### src/rtl/screen_scan_arbiter_pkg.sv
// screen_pkg: shared constants and the arbiter grant encoding for the
// screen memory scan/CPU arbiter.
//   SCREEN_ADDR_W / SCREEN_DATA_W : default word address / word widths
//   SCREEN_WORDS                  : words per frame (8K)
//   ROW_WORDS / ROWS              : display geometry (32 words x 256 rows)
//   gnt_t                         : which requester owns the RAM this cycle
package screen_pkg;

  localparam int SCREEN_ADDR_W = 13;
  localparam int SCREEN_DATA_W = 16;
  localparam int SCREEN_WORDS  = 8192;
  localparam int ROW_WORDS     = 32;
  localparam int ROWS          = 256;

  typedef enum logic [1:0] {
    GNT_NONE        = 2'd0,
    GNT_SCAN_URGENT = 2'd1,
    GNT_CPU         = 2'd2,
    GNT_SCAN        = 2'd3
  } gnt_t;

endpackage

### src/rtl/screen_scan_arbiter_fifo.sv
// scan_fifo: 2-entry synchronous prefetch FIFO between the screen RAM read
// port and the pixel shifter.
//   clk, rst_n : clock, synchronous active-low reset
//   flush      : synchronous clear (pointers and count), data slots untouched
//   push/wdata : write one word; ignored when full unless a pop happens too
//   pop        : discard the head word; ignored when empty
//   rdata      : head word (combinational, meaningful while count != 0)
//   count      : number of stored words, 0..2
// Push and pop in the same cycle are both honoured and leave count unchanged.
module scan_fifo #(
  parameter int DATA_W = 16
) (
  input  logic              clk,
  input  logic              rst_n,
  input  logic              flush,
  input  logic              push,
  input  logic              pop,
  input  logic [DATA_W-1:0] wdata,
  output logic [DATA_W-1:0] rdata,
  output logic [1:0]        count
);

  logic [DATA_W-1:0] slot [2];
  logic              rd_ptr;
  logic              wr_ptr;
  logic              do_push;
  logic              do_pop;

  assign do_pop  = pop && (count != 2'd0);
  // When full, the slot being written is the head being popped this cycle.
  assign do_push = push && ((count != 2'd2) || do_pop);
  assign rdata   = slot[rd_ptr];

  always_ff @(posedge clk) begin
    if (do_push) begin
      slot[wr_ptr] <= wdata;
    end
  end

  always_ff @(posedge clk) begin
    if (!rst_n || flush) begin
      rd_ptr <= 1'b0;
      wr_ptr <= 1'b0;
      count  <= 2'd0;
    end else begin
      if (do_push) begin
        wr_ptr <= ~wr_ptr;
      end
      if (do_pop) begin
        rd_ptr <= ~rd_ptr;
      end
      count <= count + {1'b0, do_push} - {1'b0, do_pop};
    end
  end

endmodule

### src/rtl/screen_scan_arbiter.sv
// screen_scan_arbiter: shares the single-port screen RAM between the CPU and
// the raster scan-out engine, one RAM access per cycle.
//   clk, rst_n          : clock, synchronous active-low reset
//   scan_en             : 1 = scanner running, 0 = scanner idle and flushed
//   pix_en              : pixel strobe, one pixel per accepted strobe
//   cpu_req/we/addr/wdata, cpu_ack/rdata : CPU access port
//   mem_addr/in/load, mem_out            : screen RAM port (combinational read)
//   pix, pix_valid      : serialised pixel (LSB of each word first)
//   line_start          : with the first pixel of each row
//   frame_start         : with the first pixel of word 0
//   underrun            : sticky, strobe seen with no pixel data available
//
// CPU handshake: cpu_req is held with stable we/addr/wdata until cpu_ack.
// cpu_ack is a one-cycle pulse in the cycle after the RAM access; read data
// is valid on cpu_rdata while cpu_ack=1. A new request may be presented in
// the ack cycle; it is granted no earlier than the following cycle.
module screen_scan_arbiter
  import screen_pkg::*;
#(
  parameter int ADDR_W    = screen_pkg::SCREEN_ADDR_W,
  parameter int DATA_W    = screen_pkg::SCREEN_DATA_W,
  parameter int ROW_WORDS = screen_pkg::ROW_WORDS,
  parameter int ROWS      = screen_pkg::ROWS
) (
  input  logic              clk,
  input  logic              rst_n,
  input  logic              scan_en,
  input  logic              pix_en,
  input  logic              cpu_req,
  input  logic              cpu_we,
  input  logic [ADDR_W-1:0] cpu_addr,
  input  logic [DATA_W-1:0] cpu_wdata,
  output logic              cpu_ack,
  output logic [DATA_W-1:0] cpu_rdata,
  output logic [ADDR_W-1:0] mem_addr,
  output logic [DATA_W-1:0] mem_in,
  output logic              mem_load,
  input  logic [DATA_W-1:0] mem_out,
  output logic              pix,
  output logic              pix_valid,
  output logic              line_start,
  output logic              frame_start,
  output logic              underrun
);

  localparam int                IDX_W       = $clog2(DATA_W);
  localparam int                FRAME_WORDS = ROW_WORDS * ROWS;
  localparam logic [ADDR_W-1:0] LAST_ADDR   = ADDR_W'(FRAME_WORDS - 1);
  localparam logic [IDX_W-1:0]  LAST_IDX    = IDX_W'(DATA_W - 1);

  gnt_t              gnt;
  logic [1:0]        fifo_count;
  logic [DATA_W-1:0] fifo_rdata;
  logic              fifo_push;
  logic              fifo_pop;
  logic              fifo_flush;

  logic              sh_valid;
  logic [DATA_W-1:0] sh_word;
  logic [DATA_W-1:0] cur_word;
  logic [IDX_W-1:0]  idx;
  logic [ADDR_W-1:0] sh_addr;    // frame address of the word being shifted
  logic [ADDR_W-1:0] scan_addr;  // next word to fetch
  logic              avail;
  logic              take;

  function automatic logic [ADDR_W-1:0] next_addr(input logic [ADDR_W-1:0] a);
    return (a == LAST_ADDR) ? '0 : a + 1'b1;
  endfunction

  // An empty shifter can still serve a pixel straight from the FIFO head,
  // so a freshly fetched word is usable in the very next cycle.
  assign avail    = sh_valid || (fifo_count != 2'd0);
  assign cur_word = sh_valid ? sh_word : fifo_rdata;
  assign take     = scan_en && pix_en && avail;

  assign fifo_push  = (gnt == GNT_SCAN_URGENT) || (gnt == GNT_SCAN);
  assign fifo_pop   = take && (!sh_valid || ((idx == LAST_IDX) && (fifo_count != 2'd0)));
  assign fifo_flush = !scan_en;

  scan_fifo #(.DATA_W(DATA_W)) u_fifo (
    .clk   (clk),
    .rst_n (rst_n),
    .flush (fifo_flush),
    .push  (fifo_push),
    .pop   (fifo_pop),
    .wdata (mem_out),
    .rdata (fifo_rdata),
    .count (fifo_count)
  );

  // Grant: urgent scan fetch beats the CPU only when no pixel data is held
  // anywhere, which bounds the CPU wait to a single extra cycle. Gated by
  // reset so a request held through reset causes no RAM write.
  always_comb begin
    gnt = GNT_NONE;
    if (rst_n) begin
      if (scan_en && !avail) begin
        gnt = GNT_SCAN_URGENT;
      end else if (cpu_req && !cpu_ack) begin
        gnt = GNT_CPU;
      end else if (scan_en && (fifo_count != 2'd2)) begin
        gnt = GNT_SCAN;
      end
    end
  end

  always_comb begin
    mem_addr = scan_addr;
    mem_in   = '0;
    mem_load = 1'b0;
    if (gnt == GNT_CPU) begin
      mem_addr = cpu_addr;
      mem_in   = cpu_wdata;
      mem_load = cpu_we;
    end
  end

  // CPU completion registers.
  always_ff @(posedge clk) begin
    if (!rst_n) begin
      cpu_ack   <= 1'b0;
      cpu_rdata <= '0;
    end else begin
      cpu_ack <= (gnt == GNT_CPU);
      if ((gnt == GNT_CPU) && !cpu_we) begin
        cpu_rdata <= mem_out;
      end
    end
  end

  // Scan address counter and pixel shifter.
  always_ff @(posedge clk) begin
    if (!rst_n || !scan_en) begin
      scan_addr   <= '0;
      sh_valid    <= 1'b0;
      sh_word     <= '0;
      sh_addr     <= '0;
      idx         <= '0;
      pix         <= 1'b0;
      pix_valid   <= 1'b0;
      line_start  <= 1'b0;
      frame_start <= 1'b0;
      underrun    <= 1'b0;
    end else begin
      if (fifo_push) begin
        scan_addr <= next_addr(scan_addr);
      end
      pix_valid <= pix_en;
      if (take) begin
        pix         <= cur_word[idx];
        line_start  <= (idx == '0) && ((sh_addr % ADDR_W'(ROW_WORDS)) == '0);
        frame_start <= (idx == '0) && (sh_addr == '0);
        if (!sh_valid) begin
          // First pixel came from the FIFO head; that word moves in now.
          sh_word  <= fifo_rdata;
          sh_valid <= 1'b1;
          idx      <= idx + 1'b1;
        end else if (idx == LAST_IDX) begin
          idx     <= '0;
          sh_addr <= next_addr(sh_addr);
          if (fifo_count != 2'd0) begin
            sh_word <= fifo_rdata;
          end else begin
            sh_valid <= 1'b0;
          end
        end else begin
          idx <= idx + 1'b1;
        end
      end else begin
        pix         <= 1'b0;
        line_start  <= 1'b0;
        frame_start <= 1'b0;
        if (pix_en) begin
          // Position is held so the missing pixel is shown late, not skipped.
          underrun <= 1'b1;
        end
      end
    end
  end

endmodule

### config.mk
export PLATFORM = sky130hd
export DESIGN_NAME = screen_scan_arbiter
export DESIGN_NICKNAME = d
export VERILOG_FILES = /design/src/rtl/screen_scan_arbiter_pkg.sv /design/src/rtl/screen_scan_arbiter_fifo.sv /design/src/rtl/screen_scan_arbiter.sv
export SDC_FILE = /design/constraint.sdc
export NUM_CORES = 1
export LEC_CHECK = 0
export ABC_AREA = 1
export BUFFER_PORTS_ARGS = -buffer_cell sky130_fd_sc_hd__buf_2
export CAP_MARGIN = 10
export CELL_PAD_IN_SITES_DETAIL_PLACEMENT = 0
export CELL_PAD_IN_SITES_GLOBAL_PLACEMENT = 1
export CORE_MARGIN = 10
export CORE_UTILIZATION = 36
export CTS_CLUSTER_DIAMETER = 60
export DETAILED_ROUTE_END_ITERATION = 8
export PLACE_DENSITY = 0.85
export SLEW_MARGIN = 5
export SYNTH_ARGS = -nofsm -noshare
export SYNTH_HDL_FRONTEND = slang
export SYNTH_SLANG_ARGS = --single-unit
### constraint.sdc
create_clock -name clk -period 2.1 [get_ports clk]
set_input_delay 0.21 -clock clk [delete_from_list [all_inputs] [get_ports clk]]
set_output_delay 0.21 -clock clk [all_outputs]
set_load 0.005 [all_outputs]
======== Yosys cells after proc, flatten, opt, wreduce, memory -nomap -nowiden ========
Memories as Yosys holds them, arrays and structs flattened. A register that Yosys moved wholly into a read port is not among the register bits.
Cells that the tools add are included.
word-level totals
  flip-flop bits (word level) ............. 73
  memory bits (writable) .................. 32
  input bits .............................. 51
  output and inout bits ................... 52
  word-level logic and storage cells ...... 89
  memories ................................ 1
cells by class
  add/subtract/negate cells ............... 5
  order comparisons ....................... 1
  equality and inequality tests ........... 9
  mux-type cells .......................... 24
  bitwise operators ....................... 3
  reductions and logical operators ........ 31
memory list
  memory       words  width  read ports  clocked after Yosys merged registers in  wr ports  RTL line                        text
  u_fifo.slot  2      16     1           1                                        1         screen_scan_arbiter_fifo.sv:23  logic [DATA_W-1:0] slot [2];
operator list
  cell                     number
  $mux W16                 5
  $mux W13                 3
  $add A13 B1 Y13 const B  2
  $eq A13 B13 Y1 const B   2
  $logic_not A13 Y1        2
  $logic_and A1 B1 Y1      12
  $mux W1                  9
  $mux W2                  4
  $mux W4                  2
  $logic_not A1 Y1         6
  $reduce_and A3 Y1        2
  $logic_or A1 B1 Y1       5
  $lt A4 B5 Y1 const B     1
  $add A4 B1 Y4 const B    1
  $bmux W1 S4              1
  $eq A2 B2 Y1 const B     2
  $eq A4 B4 Y1 const B     1
  $logic_not A4 Y1         1
  $ne A2 B1 Y1 const B     2
  $not A1 Y1               3
  $add A2 B1 Y2            1
  $eq A2 B1 Y1 const B     1
  $ne A2 B2 Y1 const B     1
  $reduce_and A2 Y1        1
  3 further kinds          3

======== Logic depth before layout (Yosys ltp) ========
Gate-level depths: netlist of the first run.
  depth in word-level cells ............... 11
  gate-level depth with buffers ........... 12
  mapped depth without buffers ............ 11

======== Cells and area by module ========
A second synthesis of the first run with hierarchy kept.
second synthesis, totals
  cells, all modules ...................... 661
  area, all modules ....................... 5104.9 um^2
by module, submodules not included
  module               times used  cells each  area each (um^2)  seq. area each (um^2)
  screen_scan_arbiter  1           577         3653.5            1381.3
  scan_fifo            1           84          1451.4            1061.0

======== Worst setup path before layout of the first run ========
Ideal clock, no wire load.
  path type ............................... reg-to-reg
  from .................................... register u_fifo.count[1]
  to ...................................... memory u_fifo.slot[1][0], enable pin
  setup time .............................. 0.390 ns
  arrival time ............................ 1.587 ns
  data required time ...................... 1.710 ns
  path slack .............................. 0.123 ns
  stages on the path, launching flop included .. 6
  path buffers ............................ 0
  clock period less this slack ............ 1.977 ns
  cell sequence ........................... dfxtp_1 nor2_1 nand2_1 o21ai_4 nand2_4 nor2_1
on the way
  cells in the longest elaborated chain, start to end .. 11
  elaborated cells between the ends (all ways) .. 22
  those cells by class .................... eq/ne: 3; mux: 6; reduce/logical: 13
ends and longest elaborated chain
  element                                                    RTL line                                               text
  from (decl)                                                screen_scan_arbiter_fifo.sv:20                         output logic [1:0] count
  from (signal assigned)                                     screen_scan_arbiter_fifo.sv:52                         count <= count + {1'b0, do_push} - {1'b0, do_pop};
  $ne A2 B2 Y1 or $reduce_bool A2 Y1 (tied branches)         -
  $logic_and A1 B1 Y1 or $logic_or A1 B1 Y1 (tied branches)  screen_scan_arbiter.sv:102, screen_scan_arbiter.sv:73
  $mux W2 or $logic_not A1 Y1 (tied branches)                screen_scan_arbiter.sv:102, screen_scan_arbiter.sv:98
  $mux W2 or $logic_and A1 B1 Y1 (tied branches)             screen_scan_arbiter.sv:100, screen_scan_arbiter.sv:98
  $mux W2                                                    screen_scan_arbiter.sv:98                              if (scan_en && !avail) begin
  $mux W2                                                    screen_scan_arbiter.sv:97                              if (rst_n) begin
  $eq A2 B1 Y1 or $eq A2 B2 Y1 (tied branches)               screen_scan_arbiter.sv:77                              assign fifo_push = (gnt == GNT_SCAN_URGENT) || (gnt == GNT_SCAN);
  $logic_or A1 B1 Y1                                         screen_scan_arbiter.sv:77
  $logic_and A1 B1 Y1 *                                      screen_scan_arbiter_fifo.sv:31                         assign do_push = push && ((count != 2'd2) || do_pop);
  $mux W1 *                                                  screen_scan_arbiter_fifo.sv:35                         if (do_push) begin
  $mux W1 (implied by the code) *                            screen_scan_arbiter_fifo.sv:36                         slot[wr_ptr] <= wdata;
  to (decl)                                                  screen_scan_arbiter_fifo.sv:23
Every way passes the cells marked *; elsewhere a longest branch is shown, timed or not.

======== Final worst setup path of the first run ========
  from .................................... register cpu_ack
  to ...................................... output port mem_addr[2]
on the way
  cells in the longest elaborated chain, start to end .. 7
ends and longest elaborated chain
  element                 RTL line                    text
  from (decl)             screen_scan_arbiter.sv:33   output logic cpu_ack,
  from (signal assigned)  screen_scan_arbiter.sv:125  cpu_ack <= (gnt == GNT_CPU);
  $logic_not A1 Y1        screen_scan_arbiter.sv:100  end else if (cpu_req && !cpu_ack) begin
  $logic_and A1 B1 Y1     screen_scan_arbiter.sv:100
  $mux W2                 screen_scan_arbiter.sv:100
  $mux W2                 screen_scan_arbiter.sv:98
  $mux W2                 screen_scan_arbiter.sv:97
  $eq A2 B2 Y1            screen_scan_arbiter.sv:112  if (gnt == GNT_CPU) begin
  $mux W13                screen_scan_arbiter.sv:112
  to (decl)               screen_scan_arbiter.sv:35   output logic [ADDR_W-1:0] mem_addr,
No other way between the ends.

==> flow_summary.ini, run 1 <==
[status]
status = finished clean

[logic_synthesis]
synth_seq_cells = 106
syn_area_um2 = 4900
ys_types = 36
syn_area_per_cell_um2 = 7.82
yosysWarnings = 0
syn-num-nets = 684
synthCells = 626
ys_seq_area_share_pct = 49.9

[worst_setup_path]
cp_data_required_time_ns = 1.89
critPathBufInv = 2
endpoint_kind = output port
crit_path_frequent_cell = nand2_1
reg2reg_from = idx[0]
crit_chain = nor2_1 > nand2_1 > o21ai_2 > nand2_4 > inv_4 > nand2_1 > o21ai_0 > buf_2
slowest_delay_ns = 0.31
start_kind = flop
criticalPathCategory = reg2out
critPathArrivalTime_ns = 1.77
rr_worst_depth = 11
worst-path-max-fanout = 25
r2r_setup_slack_ns = 0.21
worstSetupStartpoint = cpu_ack
r2r-end = u_fifo.count[1]
crit_slowest_cell = dfxtp_1
crit_family = simple AND/OR/NAND/NOR gates

[global_route]
globalRouteOverflowTotal = 0
grt_pass1_wl_mm = 19.8
antenna_found_initial = 0
grt.total_usage_pct = 12.9
grt_pass1_vias = 4136
grt_max_degree = 31

[sta]
max_freq_mhz = 505
fin_crit_sh_pct = 94.4
clock_skew_ns = 0.0109
tightest_slew_ns = 0.437
hold_viol = 0
finalSetupViolations = 0
rsz0062_at_grt = yes
slew_headroom_pct = 70.8
maxSlewViolCount = 0
final.min_clock_period_ns = 1.98

[power]
finalPower_w = 0.00409
cellPowerDensity_nw_per_um2 = 695
leakage_nw = 2.63
peakVddDrop_mv = 0.525

[routing]
first_pass_iters = 5
via_per_inst = 4.72
ant_nets = 0
drc = 0
vias = 4293
drtIter0Drc = 268
routed_wl_mm = 12.1
wl_per_cell_um = 13.3

[clocking]
cts_htree_levels = 3
cts_hold_repair.buffers = 0
clk_path_buf_depth = 2
cts_tree = yes
numCtsBuffers = 9
clk_pin_slew_ns = 0.07
insertion_delay_ns = 0.35
cts_root_buf = clkbuf_16
cts.sink_count = 106

[worst_hold_path]
worstHoldStart = mem_out[0]
hold_end = u_fifo.slot[0][0]
holdCritPathClass = in2reg
hold_path_depth = 1

[place]
port_buffers = 102
place_inst = 893
gp_congestion = 0.837
dpl.hpwl_mm = 9.22

[floorplanning]
fp.dieH_um = 137
fp-row-count = 42
core_um2 = 13300
dieWidth_um = 137
start_util_pct = 36.8
die_area_um2 = 18700
ioPinCount = 103

[final_layout]
nNetsFinal = 787
diodes = 0
stdcell_count = 910
drive_above_1_share_pct = 21.1
syn_to_final_growth_pct = 20.1
n_fill_cell = 1340

[flow_run]
max-cap-violations = 0
[sequential cells by signal (all words and copies together), names as in the netlist, 2 cells and up, named ones only]
register,cells
sh_word,16
u_fifo.slot,32
u_fifo.count,2
idx,4
sh_addr,13
cpu_rdata,16
scan_addr,13
[final cells by class]
cell class / count / area [µm²] / share of cell area [%]
flip-flops and latches: 106 / 2440 / 41.5
multi-input cells: 426 / 2060 / 35.0
repair buffers: 115 / 608 / 10.3
inverters: 71 / 274 / 4.66
clock buffers: 10 / 229 / 3.89
well taps: 176 / 220 / 3.74
clock inverters: 6 / 50.0 / 0.851
[cells in the mapped netlist]
cell type / n / area [µm²]
o21ai_0: 43 / 215
edfxtp_1: 32 / 961
o21ai_2: 1 / 8.76
inv_4: 2 / 12.5
o211a_1: 1 / 10.0
a21oi_2: 1 / 8.76
clkinv_1: 1 / 3.75
and3_1: 3 / 18.8
nand2_1: 116 / 435
xor2_1: 6 / 52.6
a21oi_1: 21 / 105
nor3_2: 3 / 30.0
o21ai_1: 2 / 10.0
nor3b_1: 1 / 7.51
dfxtp_1: 74 / 1480
inv_2: 4 / 15.0
nand2_2: 5 / 31.3
buf_4: 5 / 37.5
nand2_4: 1 / 11.3
nor4_1: 4 / 25.0
a211oi_1: 4 / 30.0
or2_2: 4 / 25.0
nand3_1: 45 / 225
o22ai_1: 1 / 6.26
nor2_4: 2 / 22.5
o21ai_4: 1 / 16.3
nor3_1: 6 / 30.0
ha_1: 7 / 87.6
inv_1: 64 / 240
nor2_1: 129 / 484
clkbuf_1: 6 / 22.5
a311oi_1: 12 / 105
buf_6: 3 / 33.8
buf_1: 1 / 3.75
buf_2: 8 / 40.0
nand4_1: 7 / 43.8
[kinds of logic (layout without fill, tap and decap cells)]
group	Yosys count	in the layout	synth area share, %
and+or+nand+nor	326	326	28.4
buffers and inverters	94	202	8.35
adders and majority gates	7	7	1.79
xor gates and xnor gates	6	6	1.07
DFF	106	106	49.9
AOI/OAI and AO/OA	87	87	10.5
[where the power goes]
| part | internal, W | switching, W | total, W |
|---|---|---|---|
| clock network | 0.000820 | 0.000761 | 0.00158 |
| logic | 0.000127 | 0.000202 | 0.000329 |
| registers | 0.00216 | 0.0000191 | 0.00218 |
| total | 0.00310 | 0.000981 | 0.00409 |
[worst max path at each step]
stage,cells past startpoint,to,slack (ns)
5_1_grt,8,mem_addr[2],-0.04
3_5_place_dp,11,u_fifo.count[1],0.21
3_3_place_gp,11,u_fifo.count[1],0.26
4_1_cts,8,mem_addr[2],0.02
2_1_floorplan,5,u_fifo.slot[1][0],0.12
6_report,8,mem_addr[2],0.12
[cell usage in the layout (no fill, tap or decap), types with 6 or more instances in the layout]
master,count
clkbuf_16,9
buf_4,13
buf_2,102
nand4_1,7
nand3_1,45
o21ai_0,43
a21oi_1,21
a311oi_1,12
edfxtp_1,32
nor2_1,128
ha_1,7
inv_1,64
xor2_1,6
dfxtp_1,74
nor3_1,6
nand2_1,116
[metrics by stage]
| stage | utilization, % | hold WS (ns) | setup slack (ns) | cell area (µm²) | setup TNS, ns |
|---|---|---|---|---|---|
| final | 44.2 | 0.0655 | 0.119 | 5880 | 0 |
| after global routing | 44.2 | 0.0543 | -0.0387 | 5880 | -0.182 |
| after CTS | 44.2 | 0.0515 | 0.0224 | 5880 | 0 |
| after detailed placement | 42.0 | 0.421 | 0.209 | 5580 | 0 |
| after global placement | 42.0 | 0.422 | 0.258 | 5580 | 0 |
| after floorplan | - | 0.309 | 0.123 | 4900 | 0 |
[layer usage]
layer / routed length, µm / up-vias / track usage (%)
met3: 626 / 8 / 3.59
met1: 5590 / 1938 / 16.5
met4: 151 / 0 / 3.91
li1: - / 2249 / -
met5: 0 / - / 0
met2: 5750 / 98 / 20.7
[what timing repair did]
| action | 4_1_cts | 5_1_grt |
|---|---|---|
| gates resized for setup | 3 | 1 |
| setup endpoints to repair | 13 | 22 |
| pin swaps | 1 | 0 |
| endpoints found under the hold margin | 0 | 0 |
| setup buffers | 1 | 0 |
| gates cloned | 0 | 0 |
Power figures use the tool's default switching activity.
==> run 2, diff against run 1 <==
--- a/config.mk
+++ b/config.mk
@@ -5,16 +5,15 @@
 export SDC_FILE = /design/constraint.sdc
 export NUM_CORES = 1
 export LEC_CHECK = 0
-export ABC_AREA = 1
 export BUFFER_PORTS_ARGS = -buffer_cell sky130_fd_sc_hd__buf_2
 export CAP_MARGIN = 10
 export CELL_PAD_IN_SITES_DETAIL_PLACEMENT = 0
 export CELL_PAD_IN_SITES_GLOBAL_PLACEMENT = 1
 export CORE_MARGIN = 10
-export CORE_UTILIZATION = 36
+export CORE_UTILIZATION = 37
 export CTS_CLUSTER_DIAMETER = 60
 export DETAILED_ROUTE_END_ITERATION = 8
-export PLACE_DENSITY = 0.85
+export PLACE_DENSITY = 0.84
 export SLEW_MARGIN = 5
 export SYNTH_ARGS = -nofsm -noshare
 export SYNTH_HDL_FRONTEND = slang
==> run 2 against run 1 <==
Die area down 5.7%. Core utilization up 2.1 points. Sequential power about the same. Synthesized cell count down 26%. Critical path type unchanged.
==> flow_summary.ini, run 2 <==
[status]
status = finished clean

[sta]
clock_skew_ns = 0.00805
maxSlewViolCount = 0
max_freq_mhz = 502
whs_ns = 0.0622
hold_viol = 0
finalSetupViolations = 0
tightest_slew_ns = 0.660
slew_headroom_pct = 55.8
final.min_clock_period_ns = 1.99
rsz0062_at_grt = no
fin_crit_sh_pct = 94.9
finalSetupTns_ns = 0

[routing]
wl_per_cell_um = 14.2
drc = 0
routed_wl_mm = 10.7
drtIter0Drc = 148
first_pass_iters = 4
ant_nets = 0
via_per_inst = 4.78
vias = 3613

[clocking]
cts_tree = yes
clk_pin_slew_ns = 0.07
clk_path_buf_depth = 2
cts_htree_levels = 3
cts.sink_count = 106
cts_root_buf = clkbuf_16
cts_hold_repair.buffers = 0
insertion_delay_ns = 0.35
numCtsBuffers = 9

[logic_synthesis]
syn_area_um2 = 4700
synth_area_leaders = dfxtp_1, edfxtp_1, nor2_1
syn-num-nets = 524
yosysMostFrequentCell = dfxtp_1
synth_area_leader_cell = dfxtp_1
synth_common_cells = dfxtp_1, nor2_1, nand2_1, edfxtp_1, a21oi_1
synth-async-reset-ratio_pct = 0
synth_enable_flop_cells = 32
synth_seq_cells = 106
synthCells = 466
ys_seq_area_share_pct = 52.0
ys_types = 45
yosysWarnings = 0
yosysTopAreaCellShare_pct = 31.5
synthFlopType = dfxtp_1
syn_area_per_cell_um2 = 10.1

[place]
place_inst = 738
dpl.hpwl_mm = 8.19
gp_congestion = 0.846
port_buffers = 102

[power]
p_switching_w = 0.000902
netSwitchingFraction_pct = 22.5
p_seq_share_pct = 53.9
cellPowerDensity_nw_per_um2 = 693
clockPowerShare_pct = 39.3
p_int_w = 0.00311
p_comb_share_pct = 6.8
finalPower_w = 0.00402
leakage_nw = 2.22
peakVddDrop_mv = 0.403

[floorplanning]
fp-row-count = 41
fp.dieH_um = 133
start_util_pct = 37.5
core_um2 = 12500
dieWidth_um = 133
ioPinCount = 103
die_area_um2 = 17600

[global_route]
grt.total_usage_pct = 12.1
gr-usage-met1_pct = 13.9
met3_usage_pct = 3.97
antenna_found_initial = 0
globalRouteOverflowTotal = 0
met2_usage_pct = 20.2
grt_busiest_layer = met2
grt_pass1_vias = 3660
grt_max_degree = 32
grt_pass1_wl_mm = 17.5

[worst_setup_path]
critPathArrivalTime_ns = 1.78
r2r_setup_slack_ns = 0.16
endpoint_kind = output port
worst-path-max-fanout = 12
rr_worst_depth = 5
criticalPathCategory = reg2out
cp_data_required_time_ns = 1.89
r2r-end = pix
start_kind = flop

[final_layout]
nNetsFinal = 638
drive_above_1_share_pct = 29.6
post-route-util_pct = 46.3
stdcell_count = 756
largest_register_ffs = 32
regMostFlops = u_fifo.slot
n_fill_cell = 1196
diodes = 0
final_common_cell = buf_2
top_regs = u_fifo.slot: 32 flops, cpu_rdata: 16 flops, sh_word: 16 flops
syn_to_final_growth_pct = 23.4
final_cell_mix = buf_2, dfxtp_1, nor2_1

[worst_hold_path]
hold_end = u_fifo.slot[0][9]
holdCritPathClass = in2reg
worstHoldStart = mem_out[9]
hold_path_depth = 1

[flow_run]
max-cap-violations = 0
-- run 2: changes by cell type in the layout (fill, tap and decap cells not counted), moves of 7 or more --
cell / delta
nand3_1: -31
nor2_1: -68
mux2i_1: +19
xnor2_1: +18
a311oi_1: -11
mux4_2: +7
and2_1: +20
inv_1: -48
o21ai_0: -38
nand2_1: -59
mux2_2: +13
buf_4: +8
a211oi_1: +10
-- run 2: repair_timing --
| action | in CTS | in global routing |
|---|---|---|
| resized for setup | 4 | 5 |
| endpoints found under the setup margin | 24 | 14 |
| setup buffers | 1 | 1 |
| cloned | 0 | 1 |
| pin swaps | 0 | 1 |
-- run 2: worst max-delay path by stage --
stage,startpoint,to,slack [ns],cells after the start
after floorplan,idx[0],u_fifo.count[1],0.004,10
final,u_fifo.count[0],mem_addr[2],0.11,5
after CTS,cpu_ack,mem_addr[6],0.008,5
after global routing,sh_valid,mem_addr[0],0.02,5
after detailed placement,cpu_ack,cpu_rdata[9],-0.02,5
after global placement,cpu_ack,cpu_rdata[8],0.08,5
-- run 2: worst max-delay path, stage by stage (launching register included) --
cell      delay [ns]
dfxtp_2         0.36
nor3_2          0.07
a211oi_4        0.33
buf_6           0.20
mux2_2          0.34
buf_2           0.13
-- run 2: kinds of logic after synthesis --
family	share of synthesized area, %
buf+inv	3.84
flops	52.0
xor+xnor	5.22
compound gates	7.54
simple gates	18.8
mux	10.8
fa+ha+maj	1.87
-- run 2: per-stage QoR --
step	setup WS [ns]	instance area, µm²
2_1_floorplan	0.00450	4710
3_3_place_gp	0.0796	5480
3_5_place_dp	-0.0212	5480
4_1_cts	0.00779	5770
5_1_grt	0.0155	5790
6_report	0.107	5790
-- run 2: final cells by class --
type	count	area (µm²)	share of cell area [%]
clock buffer	10	239	4.13
clock inverter	5	36.3	0.626
inverter	18	67.6	1.17
multi-input combinational	319	2090	36.1
sequential	106	2450	42.2
tap	172	215	3.71
timing repair buffer	126	696	12.0
-- run 2: per-layer routing --
layer | share of wire [%] | up-vias | routed length, µm
li1 | - | 1842 | -
met1 | 44 | 1681 | 4750
met2 | 49 | 75 | 5220
met3 | 5.0 | 15 | 540
met4 | 2.0 | 0 | 216
met5 | 0 | - | 0
-- run 2: power by group through the flow --
| stage | Combinational [W] | Clock [W] | Sequential, W |
|---|---|---|---|
| finish | 0.000274 | 0.00158 | 0.00217 |
| global route | 0.000307 | 0.00171 | 0.00217 |
| CTS | 0.000275 | 0.00163 | 0.00216 |
| detailed placement | 0.000270 | 0 | 0.00221 |
| global placement | 0.000263 | 0 | 0.00221 |
| floorplan | 0.000140 | 0 | 0.00221 |
